**src/rtl/maze_packet_rx.sv**
```systemverilog
// maze_packet_rx: receiver for the 3-wire link that carries 16-bit maze-cell update words.
// It synchronises the link, shifts the word in MSB first, then validates it and emits it or counts a rejected frame.
module maze_packet_rx #(
  parameter int SYNC_STAGES    = 2,
  parameter int MAX_X          = 4,
  parameter int MAX_Y          = 3,
  parameter int TIMEOUT_CYCLES = 50000
) (
  input  logic        CLK,
  input  logic        RESET,
  input  logic        SPI_SCK,
  input  logic        SPI_MOSI,
  input  logic        SPI_SS_N,
  output logic [15:0] DATA_OUT,
  output logic        DATA_VAL,
  output logic        FRAME_ERR,
  output logic [7:0]  ERR_COUNT
);
  localparam int TW = (TIMEOUT_CYCLES > 1) ? $clog2(TIMEOUT_CYCLES) : 1;
  localparam logic [TW-1:0] TO_LAST = TW'(TIMEOUT_CYCLES - 1);
  localparam logic [2:0]    X_LIM   = 3'(MAX_X);
  localparam logic [1:0]    Y_LIM   = 2'(MAX_Y);

  typedef enum logic [1:0] {IDLE, SHIFT, CHECK, WAIT_SS} state_t;
  state_t state_q, state_d;

  logic [SYNC_STAGES-1:0] sck_sync_q, mosi_sync_q, ss_sync_q;
  logic                   sck_prev_q, ss_prev_q;
  logic [SYNC_STAGES:0]   fill_q;
  logic [15:0]            sr_q, sr_d, data_q, data_d;
  logic [4:0]             bcnt_q, bcnt_d;
  logic [TW-1:0]          to_q, to_d;
  logic                   dval_q, dval_d, ferr_q, ferr_d;
  logic [7:0]             ecnt_q, ecnt_d;
  logic                   sck_s, mosi_s, ss_n_s, sck_rise, ss_fall, ss_rise, ready, reject;

  assign sck_s    = sck_sync_q[SYNC_STAGES-1];
  assign mosi_s   = mosi_sync_q[SYNC_STAGES-1];
  assign ss_n_s   = ss_sync_q[SYNC_STAGES-1];
  assign sck_rise = sck_s & ~sck_prev_q;
  assign ss_fall  = ss_prev_q & ~ss_n_s;
  assign ss_rise  = ~ss_prev_q & ss_n_s;
  // The chains start at idle values, so the first real SS_N level reaches the edge detector
  // only after SYNC_STAGES+1 clocks. Until then a "fall" is only the reset value flushing out.
  assign ready    = fill_q[SYNC_STAGES];

  always_ff @(posedge CLK or posedge RESET) begin
    if (RESET) begin
      sck_sync_q  <= '0;
      mosi_sync_q <= '0;
      ss_sync_q   <= '1;
      sck_prev_q  <= 1'b0;
      ss_prev_q   <= 1'b1;
      fill_q      <= '0;
    end else begin
      sck_sync_q  <= {sck_sync_q[SYNC_STAGES-2:0], SPI_SCK};
      mosi_sync_q <= {mosi_sync_q[SYNC_STAGES-2:0], SPI_MOSI};
      ss_sync_q   <= {ss_sync_q[SYNC_STAGES-2:0], SPI_SS_N};
      sck_prev_q  <= sck_s;
      ss_prev_q   <= ss_n_s;
      fill_q      <= {fill_q[SYNC_STAGES-1:0], 1'b1};
    end
  end

  always_ff @(posedge CLK or posedge RESET) begin
    if (RESET) begin
      state_q <= IDLE;
      sr_q    <= '0;
      data_q  <= '0;
      bcnt_q  <= '0;
      to_q    <= '0;
      dval_q  <= 1'b0;
      ferr_q  <= 1'b0;
      ecnt_q  <= '0;
    end else begin
      state_q <= state_d;
      sr_q    <= sr_d;
      data_q  <= data_d;
      bcnt_q  <= bcnt_d;
      to_q    <= to_d;
      dval_q  <= dval_d;
      ferr_q  <= ferr_d;
      ecnt_q  <= ecnt_d;
    end
  end

  always_comb begin
    state_d = state_q;
    sr_d    = sr_q;
    data_d  = data_q;
    bcnt_d  = bcnt_q;
    to_d    = to_q;
    dval_d  = 1'b0;
    reject  = 1'b0;
    case (state_q)
      IDLE: if (ready) begin
        if (ss_fall) begin
          state_d = SHIFT;
          bcnt_d  = '0;
          to_d    = '0;
        end else if (!ss_n_s) begin
          state_d = WAIT_SS;
        end
      end
      SHIFT: begin
        if (sck_rise) begin
          sr_d   = {sr_q[14:0], mosi_s};
          bcnt_d = (bcnt_q == 5'd17) ? bcnt_q : bcnt_q + 5'd1;
          to_d   = '0;
        end else begin
          to_d = to_q + TW'(1);
        end
        // A closing SS edge wins over a timeout landing on the same cycle.
        if (ss_rise) begin
          state_d = CHECK;
        end else if (!sck_rise && to_q == TO_LAST) begin
          reject  = 1'b1;
          state_d = WAIT_SS;
        end
      end
      CHECK: begin
        if (bcnt_q == 5'd16 && sr_q[15:13] <= X_LIM && sr_q[12:11] <= Y_LIM) begin
          data_d = sr_q;
          dval_d = 1'b1;
        end else begin
          reject = 1'b1;
        end
        state_d = IDLE;
      end
      WAIT_SS: if (ss_n_s) state_d = IDLE;
      default: state_d = IDLE;
    endcase
    ferr_d = reject;
    ecnt_d = (reject && ecnt_q != 8'hFF) ? ecnt_q + 8'd1 : ecnt_q;
  end

  assign DATA_OUT  = data_q;
  assign DATA_VAL  = dval_q;
  assign FRAME_ERR = ferr_q;
  assign ERR_COUNT = ecnt_q;
endmodule

```
**config.mk**
```make
export PLATFORM = sky130hd
export DESIGN_NAME = maze_packet_rx
export DESIGN_NICKNAME = d
export VERILOG_FILES = /design/src/rtl/maze_packet_rx.sv
export SDC_FILE = /design/constraint.sdc
export NUM_CORES = 1
export LEC_CHECK = 0
export BUFFER_PORTS_ARGS = -buffer_cell sky130_fd_sc_hd__clkbuf_2
export CAP_MARGIN = 20
export CORE_MARGIN = 10
export CORE_UTILIZATION = 51
export DETAILED_ROUTE_END_ITERATION = 10
export PLACE_DENSITY = 0.7
export SLEW_MARGIN = 30
export SYNTH_ARGS = -nofsm -noshare
export SYNTH_HDL_FRONTEND = slang
export SYNTH_SLANG_ARGS = --single-unit
```
**constraint.sdc**
```tcl
create_clock -name CLK -period 3.85 [get_ports CLK]
set_clock_uncertainty 0.15 [all_clocks]
set_input_delay 0.9625 -clock CLK [delete_from_list [all_inputs] [get_ports CLK]]
set_output_delay 0.9625 -clock CLK [all_outputs]
set_load 0.005 [all_outputs]
```
* Yosys cells after proc, flatten, opt, wreduce, memory -nomap -nowiden
Cells that the tools add are included.
Widths: inputs -> output; s select.
** Cells by class
- Order comparisons :: 2
- Equal/unequal tests :: 14
- Multiplexer cells :: 22
- Add/subtract/negate cells :: 3
- Reductions and logical operators :: 12
- Bitwise operators :: 6
** Operator list (count)
- $mux 16 :: 3
- $pmux 16 s2 :: 1
- $mux 5 :: 4
- $add 16x1->16 const B :: 1
- $eq 16x16->1 const B :: 1
- $mux 2 :: 6
- $eq 5x5->1 const B :: 2
- $ne 2x2->1 const B :: 5
- $pmux 5 s2 :: 1
- $add 8x1->8 const B :: 1
- $ne 8x8->1 const B :: 1
- $pmux 2 s4 :: 1
- $ne 3x3->1 const B :: 2
- $add 5x1->5 const B :: 1
- $mux 1 :: 5
- $reduce_and 5->1 :: 1
- $eq 2x2->1 const B :: 2
- $logic_and 1x1->1 :: 4
- $reduce_and 2->1 :: 2
- $reduce_and 4->1 :: 1
- $and 1x1->1 :: 3
- $le 3x3->1 const B :: 1
- $not 1->1 :: 3
- $reduce_and 3->1 :: 1
- 6 further kinds :: 6
** Word-level totals
- Word-level logic and storage cells :: 73
- Register bits after elaboration :: 76

* Depth between registers and ports, before layout
- Word-level depth :: 8
- Depth in mapped cells :: 9
- Depth with buffers taken out :: 8

* Worst setup path before layout
No wires, ideal clock.
- Path kind :: register to register
- Start :: register state_q[1]
- End :: register bcnt_q[4]
- Data arrival time :: 1.810 ns
- Slack :: 1.824 ns
- Period minus slack after synthesis :: 2.026 ns
- Cell stages (with the launch flop) :: 9
- Setup time :: 0.066 ns
- Required time :: 3.634 ns
- Cell sequence :: dfrtp_1 -> inv_1 -> ha_1 -> buf_2 -> inv_1 -> o22a_1 -> nor2_1 -> clkbuf_1 -> a22o_1
** On the way
- Cells in the longest elaborated chain, start to end :: 3
- Elaborated cells on any way between the ends :: 9
- Classes of those cells :: 5 x eq/ne; 1 x mux; 3 x reduce/logical
** RTL lines
- start: declaration :: RTL line 25 : state_t state_q, state_d;
- start signal: assignment :: RTL line 76 : state_q <= state_d;
- $eq 2x1->1 or $logic_not 2->1 (tied branches) :: RTL line 95 : case (state_q)
- $ne 2x2->1 (no source line) or $reduce_bool 2->1 (tied branches)
- $reduce_and 5->1 (no source line)
- end signal: assignment :: RTL line 79 : bcnt_q <= bcnt_d;
- end: declaration :: RTL line 31 : logic [4:0] bcnt_q, bcnt_d;
Several ways; a longest one is shown, not always the timed one.
A chain may end at the register's enable or synchronous reset.

* Final worst setup path
- Start :: register state_q[1]
- End :: register bcnt_q[0]
Same word-level chain as after synthesis.

==> impl_metrics.yaml <==
timing:
  slew_viol_final: 0
  relSlewSlack_pct: 46.3
  tightestPinTransition_ns: 0.802
  period_needed_ns: 2.76
  fmax_mhz: 362
  fin_crit_sh_pct: 71.8
  tns_ns: 0
  rsz0062_at_grt: "false"
  hold_viol_final: 0
  setup_viol: 0
critical_path:
  cp-start-kind: "register"
  arrival_ns: 2.85
  path_max_fanout: 13
  endpoint_kind: "register"
  crit_type: "register to register"
  crit_required_ns: 3.94
synth:
  avgSynthCellArea_sq_um: 10.8
  synthAdderAreaFrac_pct: 3.78
  muxShareOfSynthArea_pct: 6.43
  synth-async-reset-ratio_pct: 100
  synth.distinct_cells: 42
  synthXorXnorAreaFrac_pct: 3.44
  ys_seq_area_share_pct: 57.6
  synth_top_area_share_pct: 55.2
  ys_seq_elements: 76
  synth_top_family_by_area: "simple AND/OR/NAND/NOR gates"
  synthFlopType: "dfrtp_1"
  syn_inst: 307
  ys_warn_count: 0
  ys_top_cells_by_count: "nand2_1 (74), dfrtp_1 (73), nor2_1 (21)"
  synth-compound-area-share_pct: 6.69
  synth_simple_gate_area_share_pct: 20.0
  yosysTopAreaCell: "dfrtp_1"
  synth.area.top_cells: "dfrtp_1 (55%), nand2_1 (8.4%), mux2_2 (6.1%)"
  syn-num-nets: 322
  syn_area_sq_mm: 0.00331
  yosysMostFrequentCell: "nand2_1"
  synth-edff-count: 0
global_route:
  grt_pass1_wl_microns: 10600
  antenna_found_initial: 0
  grt_pass1_vias: 2343
  grt_max_degree: 32
  grt_usage_pct: 13.0
  overflow: 0
power_and_ir_drop:
  netSwitchingPower_uw: 662
  power.internal_uw: 1390
  cellPowerDensity_mw_per_mm2: 547
  max-vdd-ir-drop_mv: 0.291
  p_leak_uw: 0.00189
  combPwrFrac_pct: 23.3
  swShare_pct: 32.3
  power_frac_clock_pct: 29.0
  sequentialPowerShare_pct: 47.6
clock_network:
  clk_pin_slew_worst_paths_ns: 0.08
  post_cts_buffers: 0
  cts_hold_buf: 0
  cts-root-buf: "clkbuf_8"
  cts_resized: 0
  clk_latency_ns: 0.35
  clock_tree.htree_level_count: 3
  cts_buffer_depth: 2
  cts_buffers: 9
  cts.sinks: 76
  tritoncts: "done"
die:
  start_util_pct: 52.4
  die_h_microns: 101
  ios: 31
  fp.dieW_microns: 101
  core_area_sq_mm: 0.00631
  die_area_sq_mm: 0.0101
  placementRows: 29
layout:
  area_growth_pct: 13.3
  fillers: 548
  drive_gt1_share_pct: 22.2
  fin_nets: 361
  antenna_cells: 0
  layout.cells.non_filler: 428
detailed_routing:
  drcViolationCount: 0
  num_vias: 2241
  wl_microns: 5860
  postRouteAntennaNets: 0
  wl_per_cell_microns: 13.7
  drt-pass1-iter-count: 4
  drt_iter0_markers: 105
  vias_per_cell: 5.24
place:
  dpl.cell_count: 412
  place_congestion: 0.850
  hpwl_microns: 4180
  port_buffers: 30
hold_path:
  hold_path.class: "register to register"
run_status:
  status: "complete, no violations"
job:
  drv_cap: 0
==> worst max-delay path, stage by stage (launching register included) <==
cell	delay, ns
dfrtp_1	0.40
inv_1	0.11
ha_1	0.35
inv_1	0.18
o22a_1	0.35
nor2_1	0.67
nand2_1	0.14
mux2_2	0.30
==> flip-flops by register name, summed over array words and instances (netlist names), 2 cells and up <==
signal       count
state_q          2
sck_sync_q       2
DATA_OUT        16
ERR_COUNT        8
sr_q            16
fill_q           3
mosi_sync_q      2
bcnt_q           5
ss_sync_q        2
to_q            16
==> per-layer routing <==
metal	track usage [%]	vias to the layer above	wire (microns)
met3	4.05	10	232
li1	-	1120	-
met5	0	-	0
met2	20.7	25	2750
met1	15.9	1086	2750
met4	5.87	0	125
==> kinds of logic after synthesis <==
family,Yosys count
simple gates,139
flops,76
compound gates,33
mux,19
buf+inv,16
xor+xnor,13
fa+ha+maj,10
other cells,1
==> power by group through the flow <==
stage | logic (uW) | registers [uW] | clock network, uW
3_5_place_dp | 483 | 989 | 0
2_1_floorplan | 369 | 975 | 0
3_3_place_gp | 473 | 987 | 0
6_report | 478 | 976 | 595
4_1_cts | 484 | 975 | 608
5_1_grt | 554 | 992 | 641
==> final cells by class <==
cell class / instances / area (sq um) / share of cell area (%)
tap: 77 / 96.3 / 2.57
inverter: 11 / 41.3 / 1.10
clock buffer: 10 / 128 / 3.40
multi-input combinational: 215 / 1340 / 35.7
sequential: 76 / 1910 / 50.8
clock inverter: 6 / 65.1 / 1.74
timing repair buffer: 33 / 173 / 4.61
==> cell usage in the layout, fill, tap and decap left out, types with 4 or more instances in the layout <==
cell | synthesis | final
nand2b_1 | 4 | 4
nand2_1 | 74 | 74
nor2_1 | 21 | 21
mux2_2 | 18 | 18
clkbuf_8 | 0 | 9
xor2_1 | 9 | 9
ha_1 | 10 | 10
a22o_1 | 5 | 5
clkbuf_2 | 0 | 30
xnor2_1 | 4 | 4
o21ai_0 | 13 | 13
nand3_1 | 16 | 16
inv_1 | 10 | 9
dfrtp_1 | 73 | 73
==> worst paths after layout <==
check / from / to / slack, ns / depth (start not counted)
worst max-delay path: state_q[1]$_DFFE_PP0P_ / bcnt_q[0]$_DFFE_PP0P_ / 1.09 / 7
worst min-delay path: mosi_sync_q[0]$_DFF_PP0_ / mosi_sync_q[1]$_DFF_PP0_ / 0.21 / 0
worst max register to register: state_q[1]$_DFFE_PP0P_ / bcnt_q[0]$_DFFE_PP0P_ / 1.09 / 7
worst min register to register: mosi_sync_q[0]$_DFF_PP0_ / mosi_sync_q[1]$_DFF_PP0_ / 0.21 / 0
max in group asynchronous: RESET / to_q[5]$_DFFE_PP0P_ / 2.24 / 3
min in group asynchronous: RESET / sr_q[5]$_DFFE_PP0P_ / 0.52 / 2
==> stage by stage <==
step	hold WS (ns)	worst slack, ns	util (%)	total power (uW)	instance area, sq um
after floorplan	0.181	0.804	-	1340	3310
after global placement	0.183	1.19	56.3	1460	3560
after detailed placement	0.189	1.10	56.3	1470	3560
after CTS	0.212	1.10	59.4	2070	3750
after global routing	0.216	0.820	59.4	2190	3750
final	0.209	1.09	59.4	2050	3750
(Power assumes the default switching activity.)
